File: src/rtl/ifu_pkg.sv
// Shared definitions for the instruction fetch unit: FSM state encoding
// and read-response decoding.
package ifu_pkg;

   typedef enum logic [1:0] {
      ST_IDLE = 2'd0,
      ST_REQ  = 2'd1,
      ST_WAIT = 2'd2,
      ST_HOLD = 2'd3
   } ifu_state_t;

   localparam logic [1:0] RESP_OKAY = 2'b00;

   // Any response code other than OKAY marks the fetched word as faulting.
   function automatic logic resp_is_err(input logic [1:0] resp);
      return resp != RESP_OKAY;
   endfunction

endpackage

File: src/rtl/ifu_reg.sv
// Generic data register with synchronous active-high reset and write enable.
module ifu_reg #(
   parameter int               WIDTH   = 32,
   parameter logic [WIDTH-1:0] RST_VAL = '0
) (
   input  logic             clk,
   input  logic             rst,
   input  logic             wen,
   input  logic [WIDTH-1:0] d,
   output logic [WIDTH-1:0] q
);

   // Load d when enabled; reset forces the configured value.
   always_ff @(posedge clk) begin
      if (rst) begin
         q <= RST_VAL;
      end else if (wen) begin
         q <= d;
      end
   end

endmodule

File: src/rtl/ifu.sv
// Instruction fetch unit: one outstanding read per instruction, a
// valid/ready handoff to decode, and redirect handling that discards any
// response belonging to the stale path.
module ifu
   import ifu_pkg::*;
#(
   parameter logic [31:0] RESET_PC = 32'h80000000
) (
   input  logic        clk,
   input  logic        rst,
   input  logic [31:0] pc,
   input  logic        pc_b_j,
   output logic        ifu_arvalid,
   output logic [31:0] ifu_araddr,
   input  logic        ifu_arready,
   input  logic        ifu_rvalid,
   input  logic [31:0] ifu_rdata,
   input  logic [1:0]  ifu_rresp,
   output logic        ifu_rready,
   output logic        if_valid,
   input  logic        if_ready,
   output logic [31:0] if_pc,
   output logic [31:0] if_inst,
   output logic        if_err,
   output logic        if_id_handshake
);

   ifu_state_t  state_reg, state_next;
   logic        drop_reg, drop_next;
   logic        araddr_wen;
   logic        req_pc_wen;
   logic        capture_wen;
   logic [31:0] req_pc;
   logic        rresp_err;

   assign rresp_err = resp_is_err(ifu_rresp);

   // State and stale-response marker registers.
   always_ff @(posedge clk) begin
      if (rst) begin
         state_reg <= ST_IDLE;
         drop_reg  <= 1'b0;
      end else begin
         state_reg <= state_next;
         drop_reg  <= drop_next;
      end
   end

   // Next-state logic plus write enables for the datapath registers.
   always_comb begin
      state_next  = state_reg;
      drop_next   = drop_reg;
      araddr_wen  = 1'b0;
      req_pc_wen  = 1'b0;
      capture_wen = 1'b0;
      case (state_reg)
         ST_IDLE: begin
            // A redirect this cycle means pc is about to change; wait for it.
            if (!pc_b_j) begin
               state_next = ST_REQ;
               araddr_wen = 1'b1;
            end
         end
         ST_REQ: begin
            // The request cannot be withdrawn, so a redirect only marks it stale.
            if (pc_b_j) begin
               drop_next = 1'b1;
            end
            if (ifu_arready) begin
               state_next = ST_WAIT;
               req_pc_wen = 1'b1;
            end
         end
         ST_WAIT: begin
            if (ifu_rvalid) begin
               if (drop_reg || pc_b_j) begin
                  drop_next  = 1'b0;
                  state_next = ST_IDLE;
               end else begin
                  capture_wen = 1'b1;
                  state_next  = ST_HOLD;
               end
            end else if (pc_b_j) begin
               drop_next = 1'b1;
            end
         end
         ST_HOLD: begin
            // Redirect wins over if_ready: the held instruction is killed.
            if (pc_b_j || if_ready) begin
               state_next = ST_IDLE;
            end
         end
         default: begin
            state_next = ST_IDLE;
         end
      endcase
   end

   assign ifu_arvalid     = (state_reg == ST_REQ);
   assign ifu_rready      = (state_reg == ST_WAIT);
   assign if_valid        = (state_reg == ST_HOLD);
   assign if_id_handshake = if_valid & if_ready & ~pc_b_j;

   ifu_reg #(.WIDTH(32), .RST_VAL(RESET_PC)) u_araddr (
      .clk (clk),
      .rst (rst),
      .wen (araddr_wen),
      .d   (pc),
      .q   (ifu_araddr)
   );

   ifu_reg #(.WIDTH(32), .RST_VAL(32'h0)) u_req_pc (
      .clk (clk),
      .rst (rst),
      .wen (req_pc_wen),
      .d   (ifu_araddr),
      .q   (req_pc)
   );

   ifu_reg #(.WIDTH(32), .RST_VAL(32'h0)) u_if_pc (
      .clk (clk),
      .rst (rst),
      .wen (capture_wen),
      .d   (req_pc),
      .q   (if_pc)
   );

   ifu_reg #(.WIDTH(32), .RST_VAL(32'h0)) u_if_inst (
      .clk (clk),
      .rst (rst),
      .wen (capture_wen),
      .d   (ifu_rdata),
      .q   (if_inst)
   );

   ifu_reg #(.WIDTH(1), .RST_VAL(1'b0)) u_if_err (
      .clk (clk),
      .rst (rst),
      .wen (capture_wen),
      .d   (rresp_err),
      .q   (if_err)
   );

endmodule

File: config.mk
export PLATFORM = sky130hd
export DESIGN_NAME = ifu
export DESIGN_NICKNAME = d
export VERILOG_FILES = /design/src/rtl/ifu_pkg.sv /design/src/rtl/ifu_reg.sv /design/src/rtl/ifu.sv
export SDC_FILE = /design/constraint.sdc
export NUM_CORES = 1
export LEC_CHECK = 0
export CAP_MARGIN = 20
export CORE_MARGIN = 2
export CORE_UTILIZATION = 28
export CTS_BUF_LIST = sky130_fd_sc_hd__clkbuf_8
export DETAILED_ROUTE_END_ITERATION = 8
export PLACE_DENSITY = 0.55
export SYNTH_ARGS = -nofsm -noshare
export SYNTH_HDL_FRONTEND = slang
export SYNTH_HIERARCHICAL = 1
export SYNTH_SLANG_ARGS = --single-unit
File: constraint.sdc
create_clock -name clk -period 1.6 [get_ports clk]
set_input_delay 0.16 -clock clk [delete_from_list [all_inputs] [get_ports clk]]
set_output_delay 0.16 -clock clk [all_outputs]
set_load 0.01 [all_outputs]
After elaboration in Yosys (flattened, before gate mapping):

Index checks and enable logic that the tools add are counted.

* input bits: 72
* output and inout bits: 101
* flip-flop bits (word level): 132
* word-level logic and storage cells: 42

* multiplexer cells: 17
* bitwise gates (word level): 3
* eq/ne operators: 8
* reductions and logical operators: 7

Operator list (count)
* $mux W1: 10
* $mux W2: 5
* $pmux W2 S4: 1
* $eq A2 B2 Y1 const B: 2
* $ne A2 B1 Y1 const B: 2
* $ne A2 B2 Y1 const B: 2
* $reduce_and A4 Y1: 1
* $reduce_bool A2 Y1: 2
* $ne A3 B2 Y1 const B: 1
* $and A1 B1 Y1: 2
* $eq A2 B1 Y1 const B: 1
* $logic_not A2 Y1: 1
* $logic_or A1 B1 Y1: 2
* $pmux W1 S2: 1
* $reduce_and A2 Y1: 1
* $not A1 Y1: 1

Longest topological paths before layout:

* word-level depth: 4
* depth in mapped cells: 8
* depth with buffers taken out: 6

Modules after synthesis:

The synthesis kept the hierarchy.

Modules (own cells, without submodules)
* ifu_reg (u_if_inst ...): times used 3, cells each 103, area an instance 1163.6 µm², seq. area each 640.6 µm²
* ifu_reg (u_araddr): times used 1, cells each 103, area an instance 1166.1 µm², seq. area each 640.6 µm²
* ifu: times used 1, cells each 30, area an instance 295.3 µm², seq. area each 60.1 µm²
* ifu_reg (u_if_err): times used 1, cells each 3, area an instance 33.8 µm², seq. area each 20.0 µm²

Worst setup path before layout:

OpenSTA, ideal clock, no wires.

* path type: register to register
* start point: register state_reg[0]
* end point: register u_if_inst.q[0]
* library setup time: 0.128 ns
* cell stages (with the launch flop): 9
* slack: -0.212 ns
* required time: 1.472 ns
* arrival time: 1.685 ns
* cells stage by stage: dfxtp_1 inv_1 ha_1 nor3b_1 and2_1 buf_6 buf_12 mux2i_1 nor2_1

* longest elaborated chain between the ends: 2

RTL lines
* start: declaration: RTL line ifu.sv:28 `ifu_state_t state_reg, state_next;`
* start signal: assignment: RTL line ifu.sv:44 `state_reg <= state_next;`
* $eq A2 B2 Y1
* net ifu_rready: RTL line ifu.sv:19 `output logic ifu_rready,`
* $mux W1: RTL line ifu.sv:56 `case (state_reg)`
* net capture_wen: RTL line ifu.sv:32 `logic capture_wen;`
* end signal: assignment: RTL line ifu_reg.sv:16 `q <= RST_VAL;`
* end signal: assignment: RTL line ifu_reg.sv:18 `q <= d;`
* end: declaration: RTL line ifu_reg.sv:10 `output logic [WIDTH-1:0] q`

The timed path passes the listed nets, and every way through them passes these cells.
A chain may end at the register's enable or synchronous reset.

Final worst setup path:

* start point: register state_reg[0]
* end point: register u_if_inst.q[18]

* longest elaborated chain between the ends: 2

RTL lines (RTL line)
* $eq A2 B2 Y1: ifu.sv:56
* $mux W1: ifu.sv:56
* net capture_wen: ifu.sv:32

The timed path passes the listed nets, and every way through them passes these cells.

==> out/summary.txt <==
relative slew slack: 70.39%
run status: complete, but fails checks
Starting DRT DRC Count: 134
gr ovfl total: 0
H-tree Lvls: 4
Crit. Startpoint: state_reg[0]
max-slew violations: 0
f_max: 0.6048 GHz
Crit path max-delay family: simple AND/OR/NAND/NOR gates
Synth Area per Inst: 11.20 µm²
most common cell after layout, fill and taps aside: clkdlybuf4s50_1
Total Nets Final: 717
final instance area: 7647 µm²
startpoint types: flip-flop
Rows: 48
top-level port count: 173
worst skew pair latency: 0.43 ns
Setup TNS Final: -0.8993 ns
DR WL/cell: 15.00 µm
total iterations of the first detailed-routing run: 4
Clock Tree Buf Depth: 2
skew final: 0.007678 ns
Crit-path slowest cell: dfxtp_4
CP required: 1.91 ns
cell count of the worst reg-to-reg path: 8
dpl ws: -0.1707 ns
number of vias in the routed layout: 3760
P per Cell Area: 1180 nW/µm²
worst r2r src: state_reg[0]
crit path kind: flip-flop to flip-flop
post-synth cell types: 24
violated checks: negative setup slack
post-route non-filler standard cell count: 877
syn nets: 523
clock sinks: 132
Hold WC Path Type: input port to flip-flop
Lkg Pwr: 2.969 nW
CP Cell Sequence: inv_6 > ha_4 > nor3b_4 > and2_4 > buf_12 > buf_16 > mux2i_1 > nor2_1
vias in the first global route: 3648
DRC viols: 0
first-pass GRT wire length: 18670 µm
cts hold-fix bufs: 0
post-synthesis instance total: 445
Root Driver: clkbuf_8
CTS tree: yes
shortest period the worst path allows: 1.654 ns
yosys warns: 6
CP bufs+invs: 3
Slew @ Worst Pin: 0.4441 ns
slowest stage delay, CP: 0.37 ns
Worst path depth: 8
CP arrival: 1.96 ns
post-DP HPWL: 8388 µm
post-route setup slack: -0.05355 ns
Starting Density: 28.73%
register-to-register setup slack: -0.05 ns
#FFs+latches synth: 132
Placed Area: 6934 µm²
largest net degree at the start of global routing: 62
Inst Count DP: 834
Worst VDD drop: 544.1 µV
post-route clock period utilization: 103.3%
CP Capture Type: flip-flop
antenna violations before repair: 1
Buffers on Ports: 172
Final Hold Vio Count: 0
max cap viols: 0
Core ar.: 17360 µm²
GRT Util Overall: 12.94%
Netlist Area Pre-Place: 4986 µm²
Die Y: 137.4 µm
Reg-to-Reg End: u_if_inst/q[18]
cts bufs inserted: 17
Seq/Total Area, Yosys: 53.00%
leading cell types in the layout, fill and taps excluded: clkdlybuf4s50_1 (154), nor2_1 (130), dfxtp_1 (128)
DRT Wirelength: 13150 µm
hold slack: 0.1383 ns
Die Area: 18890 µm²
clk slew on worst S/H paths: 0.08 ns
DRT antenna net count: 0
final setup violation count: 38
antenna cells: 0
RSZ-0062 raised after global routing: yes
Chip Width: 137.4 µm
Setup crit end: u_if_inst/q[18]
routability congestion estimate: 0.7510
CP max FO: 9
Area Overhead vs Synth: 53.38%
Vias/cell: 4.287
layout cells sized above 1: 13.04%
metrics by stage:
stage	total power, mW	utilization, %
final	9.027	44.06
after global routing	9.518	44.06
after CTS	8.946	42.45
after detailed placement	6.067	39.95
after global placement	6.032	39.95
after floorplan	5.252	-
power breakdown:
| group | switching (mW) | leakage (nW) | total, mW | internal, mW |
|---|---|---|---|---|
| combinational | 1.04 | 1.69 | 2.46 | 1.42 |
| clock | 1.33 | 0.209 | 2.79 | 1.46 |
| sequential | 0.214 | 1.07 | 3.77 | 3.56 |
| total | 2.59 | 2.97 | 9.03 | 6.44 |
cells by family (layout without fill, tap and decap cells):
logic type / Yosys count / in the layout / share of synthesized area, %
adders and majority gates: 6 / 6 / 1.506
AOI/OAI and AO/OA: 6 / 6 / 1.405
muxes: 128 / 128 / 25.70
and+or+nand+nor: 143 / 143 / 11.59
DFF: 132 / 132 / 53.00
buffers and inverters: 30 / 237 / 6.800
area by class of cell:
type / count / area, µm²
multi-input combinational: 283 / 2052
inverter: 2 / 12.51
tap: 225 / 281.5
clock inverter: 13 / 133.9
fill: 1629 / 9709
timing repair buffer: 203 / 2253
clock buffer: 19 / 261.5
sequential: 132 / 2653
per-layer routing:
metal | up-vias | track usage [%] | share of wire, %
met5 | - | 0 | 0.084
met3 | 18 | 5.850 | 8.6
met2 | 131 | 20.73 | 46
li1 | 1873 | - | -
met1 | 1736 | 15.25 | 43
met4 | 2 | 4.639 | 1.4
repair_timing:
| action | in CTS | in global routing |
|---|---|---|
| endpoints found under the setup margin | 67 | 98 |
| buffers inserted | 0 | 3 |
| resized for setup | 26 | 22 |
| pin swaps | 2 | 3 |
| cloned | 1 | 7 |
worst min-delay path by stage:
stage                                from         endpoint  slack (ns)  cells past startpoint
after global routing                  rst  u_if_inst/q[11]        0.12                      2
after detailed placement  u_if_inst/q[27]  u_if_inst/q[27]        0.48                      2
after CTS                             rst  u_if_inst/q[15]        0.11                      2
after global placement     u_req_pc/q[30]   u_req_pc/q[30]        0.47                      2
after floorplan                       rst     state_reg[0]        0.22                      1
final                                 rst  u_if_inst/q[11]        0.14                      2
cells in the mapped netlist (all sizes together):
cell type / count / area [µm²]
dfxtp: 132 / 2643
nor2: 130 / 488.0
mux2i: 128 / 1281
buf: 17 / 290.3
clkbuf: 11 / 41.29
ha: 6 / 75.07
nor2b: 4 / 25.02
and2: 2 / 12.51
inv: 2 / 7.510
nor3b: 2 / 20.02
a2111oi: 1 / 27.53
a211o: 1 / 8.760
a211oi: 1 / 12.51
a21oi: 1 / 5.000
a311oi: 1 / 8.760
and2b: 1 / 7.510
and3b: 1 / 10.01
nand2: 1 / 3.750
nor3: 1 / 5.000
o31ai: 1 / 7.510
or2: 1 / 6.260
Power figures use the tool's default switching activity.
